$ cat config.mk
export PLATFORM = sky130hd
export DESIGN_NAME = logic_seq_arbiter_flat
export DESIGN_NICKNAME = d
export VERILOG_FILES = /design/src/rtl/alu_ctrl_pkg.sv /design/src/rtl/logic_seq_arbiter_if.sv /design/src/rtl/logic_slice.sv /design/src/rtl/logic_seq_arbiter.sv /design/src/flat_wrapper.sv
export SDC_FILE = /design/constraint.sdc
export NUM_CORES = 1
export LEC_CHECK = 0
export CAP_MARGIN = 40
export CORE_MARGIN = 2
export CORE_UTILIZATION = 48
export DETAILED_ROUTE_END_ITERATION = 8
export PLACE_DENSITY_LB_ADDON = 0.08
export SLEW_MARGIN = 20
export SYNTH_ARGS = -nofsm -noshare
export SYNTH_HDL_FRONTEND = slang
export SYNTH_HIERARCHICAL = 1
export SYNTH_SLANG_ARGS = --single-unit
$ cat constraint.sdc
create_clock -name clk -period 3 [get_ports clk]
set_input_delay 0.9 -clock clk [delete_from_list [all_inputs] [get_ports clk]]
set_output_delay 0.9 -clock clk [all_outputs]
set_load 0.05 [all_outputs]
$ cat src/rtl/alu_ctrl_pkg.sv
// Shared ALU-control definitions: logic-slice op codes, controller FSM states
// and the default datapath width.
package alu_ctrl_pkg;

  localparam logic [1:0] OP_AND  = 2'b00;
  localparam logic [1:0] OP_OR   = 2'b01;
  localparam logic [1:0] OP_XOR  = 2'b10;
  localparam logic [1:0] OP_NOTA = 2'b11;

  localparam int DEFAULT_WIDTH = 4;

  typedef enum logic [1:0] {
    IDLE,
    RUN,
    DONE
  } state_t;

endpackage

$ cat src/rtl/logic_seq_arbiter_if.sv
// Two valid/ready request ports and one valid/ready response port of the
// bit-serial logic controller.
interface logic_seq_arbiter_if #(
  parameter int WIDTH = alu_ctrl_pkg::DEFAULT_WIDTH
);
  logic             req0_valid;
  logic [WIDTH-1:0] req0_a;
  logic [WIDTH-1:0] req0_b;
  logic [1:0]       req0_op;
  logic             req0_ready;

  logic             req1_valid;
  logic [WIDTH-1:0] req1_a;
  logic [WIDTH-1:0] req1_b;
  logic [1:0]       req1_op;
  logic             req1_ready;

  logic             rsp_valid;
  logic             rsp_ready;
  logic [WIDTH-1:0] rsp_y;
  logic             rsp_id;
  logic             rsp_zero;

  modport slave (
    input  req0_valid, req0_a, req0_b, req0_op,
    input  req1_valid, req1_a, req1_b, req1_op,
    input  rsp_ready,
    output req0_ready, req1_ready,
    output rsp_valid, rsp_y, rsp_id, rsp_zero
  );

  modport master (
    output req0_valid, req0_a, req0_b, req0_op,
    output req1_valid, req1_a, req1_b, req1_op,
    output rsp_ready,
    input  req0_ready, req1_ready,
    input  rsp_valid, rsp_y, rsp_id, rsp_zero
  );
endinterface

$ cat src/rtl/logic_slice.sv
// Combinational 1-bit logic slice: AND / OR / XOR / NOT a selected by {s1,s0}.
// Zero latency, no flow control.
module logic_slice
  import alu_ctrl_pkg::*;
(
  input  logic a,
  input  logic b,
  input  logic s0,
  input  logic s1,
  output logic y
);

  always_comb begin
    y = 1'b0;
    case ({s1, s0})
      OP_AND:  y = a & b;
      OP_OR:   y = a | b;
      OP_XOR:  y = a ^ b;
      default: y = ~a;
    endcase
  end

endmodule

$ cat src/rtl/logic_seq_arbiter.sv
// Round-robin shares one logic_slice between two requesters, runs it LSB-first.
// Response valid WIDTH+1 cycles after accept; DONE holds stable until rsp_ready.
module logic_seq_arbiter
  import alu_ctrl_pkg::*;
#(
  parameter int WIDTH = DEFAULT_WIDTH
) (
  input  logic                clk,
  input  logic                rst_n,
  logic_seq_arbiter_if.slave  bus,
  output logic                busy
);

  localparam int CW = (WIDTH > 1) ? $clog2(WIDTH) : 1;
  localparam logic [CW-1:0] LAST = CW'(WIDTH - 1);

  state_t           state_q, state_d;
  logic             rr_ptr;
  logic [CW-1:0]    cnt;
  logic [WIDTH-1:0] a_q, b_q, y_q, y_next;
  logic [1:0]       op_q;
  logic             id_q;
  logic [WIDTH-1:0] rsp_y_q;
  logic             rsp_id_q, rsp_zero_q;
  logic             grant0, grant1, ready0, ready1, accept, last, slice_y;

  // With both valid, rr_ptr picks; a lone requester always wins.
  assign grant0 = bus.req0_valid & (~bus.req1_valid | ~rr_ptr);
  assign grant1 = bus.req1_valid & (~bus.req0_valid | rr_ptr);
  assign last   = (cnt == LAST);

  always_ff @(posedge clk or negedge rst_n) begin
    if (!rst_n) state_q <= IDLE;
    else        state_q <= state_d;
  end

  always_comb begin
    state_d = state_q;
    ready0  = 1'b0;
    ready1  = 1'b0;
    case (state_q)
      IDLE: begin
        ready0 = grant0 & rst_n;
        ready1 = grant1 & rst_n;
        if (bus.req0_valid | bus.req1_valid) state_d = RUN;
      end
      RUN:     if (last) state_d = DONE;
      DONE:    if (bus.rsp_ready) state_d = IDLE;
      default: state_d = IDLE;
    endcase
  end

  assign accept         = ready0 | ready1;
  assign bus.req0_ready = ready0;
  assign bus.req1_ready = ready1;
  assign bus.rsp_valid  = (state_q == DONE);
  assign bus.rsp_y      = rsp_y_q;
  assign bus.rsp_id     = rsp_id_q;
  assign bus.rsp_zero   = rsp_zero_q;
  assign busy           = (state_q != IDLE);

  logic_slice u_slice (
    .a  (a_q[cnt]),
    .b  (b_q[cnt]),
    .s0 (op_q[0]),
    .s1 (op_q[1]),
    .y  (slice_y)
  );

  // Result word including the bit produced this cycle, so the last RUN cycle
  // can load the response registers directly.
  always_comb begin
    y_next      = y_q;
    y_next[cnt] = slice_y;
  end

  always_ff @(posedge clk or negedge rst_n) begin
    if (!rst_n) begin
      rr_ptr     <= 1'b0;
      cnt        <= '0;
      a_q        <= '0;
      b_q        <= '0;
      y_q        <= '0;
      op_q       <= 2'b00;
      id_q       <= 1'b0;
      rsp_y_q    <= '0;
      rsp_id_q   <= 1'b0;
      rsp_zero_q <= 1'b0;
    end else if (accept) begin
      a_q    <= ready1 ? bus.req1_a  : bus.req0_a;
      b_q    <= ready1 ? bus.req1_b  : bus.req0_b;
      op_q   <= ready1 ? bus.req1_op : bus.req0_op;
      id_q   <= ready1;
      rr_ptr <= ~ready1;
      cnt    <= '0;
    end else if (state_q == RUN) begin
      y_q <= y_next;
      if (last) begin
        rsp_y_q    <= y_next;
        rsp_id_q   <= id_q;
        rsp_zero_q <= (y_next == '0);
      end else begin
        cnt <= cnt + CW'(1);
      end
    end
  end

endmodule

$ cat src/flat_wrapper.sv
// flat-port wrapper written by rule: the top's interface ports become plain ports
module logic_seq_arbiter_flat import alu_ctrl_pkg::*;
#(
  parameter int WIDTH = DEFAULT_WIDTH
)
  (clk, rst_n, busy, bus_req0_valid, bus_req0_a, bus_req0_b, bus_req0_op, bus_req1_valid, bus_req1_a, bus_req1_b, bus_req1_op, bus_rsp_ready, bus_req0_ready, bus_req1_ready, bus_rsp_valid, bus_rsp_y, bus_rsp_id, bus_rsp_zero);
  logic_seq_arbiter_if #(.WIDTH(WIDTH)) bus_i ();
  input  logic clk;
  input  logic rst_n;
  output logic busy;
  input wire logic [$bits(bus_i.req0_valid)-1:0] bus_req0_valid;
  input wire logic [$bits(bus_i.req0_a)-1:0] bus_req0_a;
  input wire logic [$bits(bus_i.req0_b)-1:0] bus_req0_b;
  input wire logic [$bits(bus_i.req0_op)-1:0] bus_req0_op;
  input wire logic [$bits(bus_i.req1_valid)-1:0] bus_req1_valid;
  input wire logic [$bits(bus_i.req1_a)-1:0] bus_req1_a;
  input wire logic [$bits(bus_i.req1_b)-1:0] bus_req1_b;
  input wire logic [$bits(bus_i.req1_op)-1:0] bus_req1_op;
  input wire logic [$bits(bus_i.rsp_ready)-1:0] bus_rsp_ready;
  output wire logic [$bits(bus_i.req0_ready)-1:0] bus_req0_ready;
  output wire logic [$bits(bus_i.req1_ready)-1:0] bus_req1_ready;
  output wire logic [$bits(bus_i.rsp_valid)-1:0] bus_rsp_valid;
  output wire logic [$bits(bus_i.rsp_y)-1:0] bus_rsp_y;
  output wire logic [$bits(bus_i.rsp_id)-1:0] bus_rsp_id;
  output wire logic [$bits(bus_i.rsp_zero)-1:0] bus_rsp_zero;
  assign bus_i.req0_valid = bus_req0_valid;
  assign bus_i.req0_a = bus_req0_a;
  assign bus_i.req0_b = bus_req0_b;
  assign bus_i.req0_op = bus_req0_op;
  assign bus_i.req1_valid = bus_req1_valid;
  assign bus_i.req1_a = bus_req1_a;
  assign bus_i.req1_b = bus_req1_b;
  assign bus_i.req1_op = bus_req1_op;
  assign bus_i.rsp_ready = bus_rsp_ready;
  assign bus_req0_ready = bus_i.req0_ready;
  assign bus_req1_ready = bus_i.req1_ready;
  assign bus_rsp_valid = bus_i.rsp_valid;
  assign bus_rsp_y = bus_i.rsp_y;
  assign bus_rsp_id = bus_i.rsp_id;
  assign bus_rsp_zero = bus_i.rsp_zero;
  logic_seq_arbiter #(.WIDTH(WIDTH)) u_core (.clk(clk), .rst_n(rst_n), .bus(bus_i), .busy(busy));
endmodule
======== Word level (Yosys, flattened, before mapping) ========
Cells that the tools add are included.
storage, ports and cells
  register bits after elaboration ......... 26
  bits in latches ......................... 0
  bits in writable memories ............... 0
  memory bits (read-only) ................. 0
  input bits .............................. 25
  output and inout bits ................... 10
  memories ................................ 0
operators by class
  add/sub/neg operators ................... 1
  multipliers ............................. 0
  divide/modulo/power cells ............... 0
  magnitude comparators ................... 2
  eq/ne operators ......................... 9
  shift-type cells ........................ 0
  multiplexer cells ....................... 20
  bitwise logic cells ..................... 17
  reductions and logical operators ........ 10
operator list
  operator             number
  $mux 2               7
  $mux 4               2
  $eq 2x2->1 const B   3
  $ne 2x1->1 const B   3
  $not 1->1            6
  $pmux 2 s3           1
  $reduce_and 3->1     2
  $and 1x1->1          5
  $mux 1               5
  $or 1x1->1           5
  $bmux 1 s2           2
  $bwmux 4             1
  $eq 2x1->1 const B   2
  $logic_not 2->1      2
  $logic_not 4->1      1
  $reduce_and 2->1     2
  $reduce_bool 2->1    2
  $lt 2x3->1 const B   1
  $pmux 1 s3           1
  $add 2x1->2 const B  1
  $demux 1 s2          1
  $ge 2x1->1 const B   1
  $ne 2x2->1 const B   1
  $logic_and 1x1->1    1
  $xor 1x1->1          1

======== Logic depth before layout (Yosys ltp) ========
  depth after elaboration ................. 8
  mapped depth ............................ 8
  depth with buffers taken out ............ 7

======== Cells and area by module ========
The synthesis kept the hierarchy.
by module, submodules not included
  module             instances  cells each  area each (µm²)  sequential area each (µm²)
  logic_seq_arbiter  1          109         1,333.8          625.6
  logic_slice        1          6           58.8             0.0

======== Least setup slack after synthesis ========
OpenSTA, ideal clock, no wires.
  path kind ............................... input-to-output
  from .................................... input port bus_req0_valid
  to ...................................... output port bus_req1_ready
  data arrival time ....................... 2,229 ps
  data required time ...................... 2,100 ps
  slack ................................... -129 ps
  stages on the path ...................... 3
  buffers on the path ..................... 1
  cell sequence ........................... nor2b_1 -> buf_2 -> nor3_1
between the ends
  cells in the longest elaborated chain, start to end .. 5
RTL lines
  what             line                     source
  start, declared  flat_wrapper.sv:11       input wire logic [$bits(bus_i.req0_valid)-1:0] bus_req0_valid;
  $not 1->1        logic_seq_arbiter.sv:29  assign grant1 = bus.req1_valid & (~bus.req0_valid | rr_ptr);
  $or 1x1->1       logic_seq_arbiter.sv:29
  $and 1x1->1      logic_seq_arbiter.sv:29
  $and 1x1->1      logic_seq_arbiter.sv:44  ready1 = grant1 & rst_n;
  $mux 1           logic_seq_arbiter.sv:41  case (state_q)
  end, declared    flat_wrapper.sv:21       output wire logic [$bits(bus_i.req1_ready)-1:0] bus_req1_ready;
No other way between the ends.

======== Final worst setup path ========
  from .................................... input port bus_req1_valid
  to ...................................... output port bus_req1_ready
between the ends
  cells in the longest elaborated chain, start to end .. 3
RTL lines
  what             line                     source
  start, declared  flat_wrapper.sv:15       input wire logic [$bits(bus_i.req1_valid)-1:0] bus_req1_valid;
  $and 1x1->1      logic_seq_arbiter.sv:29
  $and 1x1->1      logic_seq_arbiter.sv:44
  $mux 1           logic_seq_arbiter.sv:41
No other way between the ends.

==> results.txt <==
The detailed router finished its first iteration with 26 violations. The areal power density over the cells came out at 1040 mW/mm2. The min-delay analysis places its worst path in the category reg2reg. The clock sink count is 25. The count of flip-flops with a built-in enable after synthesis came out at 0. The total non-filler cell area in the finished layout is 0.00182 mm2.

The deepest clock path buffer count came out at 2. The number of clock buffers inserted by TritonCTS came out at 3. In the final routed layout, each cell accounts on average for 14.9 um. The post-synth net total is about 150. The total buffers and inverters traversed by the critical path is 3. At the worst endpoint, the required time is about 2.1 ns. In the routed design, unresolved DRC markers number 0.

Summed over all cells, the static leakage comes to 0.764 nW. The post-detailed-route via-to-cell ratio came out at a little under 6. The worst endpoint data arrival time is 2.01 ns. The Yosys step of the flow raised 6 warnings.

The final critical path time including I/O delays and setup came out at 2.91 ns. The height of the die came out at 57.9 um. The count of endpoints failing setup in the final report came out at 0. The number of antenna violations at the first check in global routing came out at 0. Counting flops with an async set or reset pin after synthesis yields a share of 100%. The share of layout cells above drive strength 1 is between 10% and 20%. The combined area of all synthesized cells came out at approximately 0.0014 mm2. The placeable core region is roughly 0.0028 mm2.

The cell count of the worst hold path is 2. The via count of the first global-routing pass came out at 1077. At the placement stage, the worst setup path has a slack of 0.0804 ns. The startpoint of the worst hold path is u_core/bus.rsp_zero$_DFFE_PN0P_. The synthesized design spends more area on one cell type than any other, namely dfrtp_1. The fill cell instance count of the final layout is 230. The worst setup path is launched from an input pin. The largest stage delay on the critical path is 0.57 ns.

In the post-route analysis, the smallest setup slack over all paths is between 0.09 and 0.1 ns. Buffers placed on the I/O ports in this run total 34. The placed cell count came out at 179. The post-route worst hold slack came out at 0.506 ns. The final count of hold timing violations came out at 0. Setup repair after global routing left no endpoint under its margin. STA classifies the critical path endpoint as a primary output. The number of logic stages on the critical path including buffering came out at 4. The routed layout has around 1100 vias.

The total wire length after detailed routing came out at 2720 um. The mean instance size in the synthesized netlist came out at 12.1 um2. The share of synthesized area in the top cell type comes to 44.9%. The antenna cell count came out at 0. Synthesis handed over a netlist of 115 instances. Measured along the x axis, the die boundary spans 57.9 um. CTS placed an instance of clkbuf_4 at the clock tree root. The slowest stage of the critical path belongs to the cell clkdlybuf4s50_1. The family with the most delay on the worst path is buffers and inverters. The area growth from synthesis to layout came out at 31.0%. The multi-input combinational cells in the finished layout cover a total of approximately 690 um2.

The headroom to the max-slew limit came out at 66.9%. At the later pin of the worst-skew pair, clock insertion delay measures 0.32 ns. The tool flagged a number of max-cap violations equal to 0. The synthesized design contains 25 register bits. The clock-pin slew on the worst setup and hold paths is about 0.14 ns.

The post-route clock skew is 0.00553 ns. The capture endpoint of the worst hold path is u_core/bus.rsp_zero$_DFFE_PN0P_. CTS built an H-tree with a depth of 1.

The starting density of the core is 50.5%. The final weighted congestion of routability-driven global placement came out at 0.741. The number of nets in the layout is 184. The critical path start-end classification is in2out. The run finished with clean final reports. The minimum setup slack among reg-to-reg paths came out at 0.61 ns.

The post-route antenna net violation count came out at 0. The count of buffers added by post-CTS timing repair for setup is 0. The count of instances resized after the clock tree is built is 0. The sequential fraction of the synthesis area is 44.9%. The pin slew with the least headroom to its limit is 0.495 ns. The remaining global-route overflow came out at 0. The signal on the critical path passes through clkdlybuf4s50_1, inv_1, nor3_2, buf_12.

After synthesis, the cell types taking the most area are dfrtp_1 (45%), a2bb2oi_2 (8.6%), o32ai_1 (6.3%). Synthesis instantiated 33 different standard cells from the library. The I/O pin count came out at 35. The number of hold buffers added after CTS is 0. Entering global routing, the biggest net connects 27 pins. The global-route total usage across every layer is 18.4%. The detailed-routing iteration count for the pre-antenna-repair pass came out at 4. The number of cells in the finished layout apart from fillers is ~180. The share of the cycle needed by the critical path after routing is 96.9%. The area of the die came out at 0.00335 mm2. The depth of the worst register-to-register path is 5. The maximum fanout encountered on the critical timing path came out at 6.

The max-slew violation count is 0. The endpoint of the most critical register-to-register path is u_core/bus.rsp_zero$_DFFE_PN0P_. TritonCTS built the clock tree.

The wire-length estimate of the detail-placed layout is 2080 um. The area taken by flip-flops and latches came out at 626 um2. The source of the worst register-to-register timing path is u_core/cnt[0]$_DFFE_PN0P_. The number of rows created at floorplan is 19. After routing, the total negative slack on setup checks comes to 0 ns. In this run the cell area measured after placement is 0.00180 mm2. The prevailing post-synth register cell is dfrtp_1. The maximum operating frequency is 0.344 GHz. The wire length of the first global-routing pass came out at ~4700 um.

The worst-case IR drop observed on VDD is 0.706 mV.
-- cells by family (layout without fill, tap and decap cells) --
group,count (synthesis),in the layout,share of synthesized area (%)
muxes,9,9,9.43
and+or+nand+nor,19,19,8.36
buffers and inverters,17,54,5.93
AOI/OAI and AO/OA,38,38,25.3
DFF,25,25,44.9
adders and majority gates,6,6,5.39
xor gates and xnor gates,1,1,0.629
-- cells in the final DEF, fill, tap and decap left out, types with 3 or more instances in the layout --
master and instances:
a21oi_1 5, a2bb2oi_2 8, buf_4 6, clkbuf_4 3
clkdlybuf4s50_1 32, dfrtp_1 25, ha_1 6, inv_1 10
mux2_1 3, mux2i_1 3, mux4_2 3, nand2_1 6
nor2_1 4, o21ai_1 4, o32ai_1 10
-- flip-flops by register name, summed over array words and instances, names as in the netlist --
name,cells
u_core/a_q,4
u_core/cnt,2
u_core/id_q,1
u_core/state_q,2
u_core/rr_ptr,1
u_core/y_q,3
u_core/bus.rsp_zero,1
u_core/bus.rsp_y,4
u_core/b_q,4
u_core/bus.rsp_id,1
u_core/op_q,2
-- metal layers --
metal | global-route usage, % | vias to the layer above | wire length, um
met4 | 5.98 | 0 | 19
met2 | 33.3 | 30 | 1410
met3 | 2.68 | 2 | 126
li1 | - | 506 | -
met1 | 22.5 | 522 | 1170
met5 | 0 | - | 0
-- worst min-delay path: stages (launching register included) --
cell and delay, ns:
dfrtp_1 0.37, nand2_1 0.07, o41ai_2 0.05
-- cell type report --
type	instances	area share [%]
Multi-Input combinational cell	73	37.8
Sequential cell	25	34.3
Clock inverter	1	0.274
Tap cell	31	2.13
Timing Repair Buffer	40	22.2
Clock buffer	3	1.23
Inverter	10	2.06
-- Yosys cell counts, types with 2 or more instances --
cell type,instances
a21oi_1,5
a2bb2oi_1,2
a2bb2oi_2,8
a31o_1,2
buf_2,3
buf_6,2
dfrtp_1,25
ha_1,6
inv_1,10
mux2_1,3
mux2i_1,3
mux4_2,3
nand2_1,6
nor2_1,4
nor2b_1,2
nor3_1,2
o21ai_1,4
o32ai_1,10
-- how the worst max path moves through the flow --
| stage | to | slack [ns] | start |
|---|---|---|---|
| floorplan | bus_req0_ready | 0.17 | bus_req0_valid |
| global placement | bus_req0_ready | 0.14 | bus_req1_valid |
| detailed placement | bus_req1_ready | 0.08 | bus_req1_valid |
| CTS | bus_req1_ready | 0.08 | bus_req1_valid |
| global route | bus_req1_ready | 0.03 | bus_req1_valid |
| finish | bus_req1_ready | 0.09 | bus_req1_valid |
-- stage by stage --
stage,utilization (%),total power [mW]
finish,66.2,1.89
global route,66.2,2.04
CTS,66.2,1.92
detailed placement,65.2,1.76
global placement,65.2,1.73
floorplan,-,1.49
-- report_power, final --
part,switching (mW),internal (mW),total (mW),leakage [nW]
combinational,0.568,0.523,1.09,0.454
sequential,0.147,0.502,0.649,0.292
clock,0.103,0.0499,0.153,0.0177
total,0.818,1.07,1.89,0.764
Power figures use the tool's default switching activity.
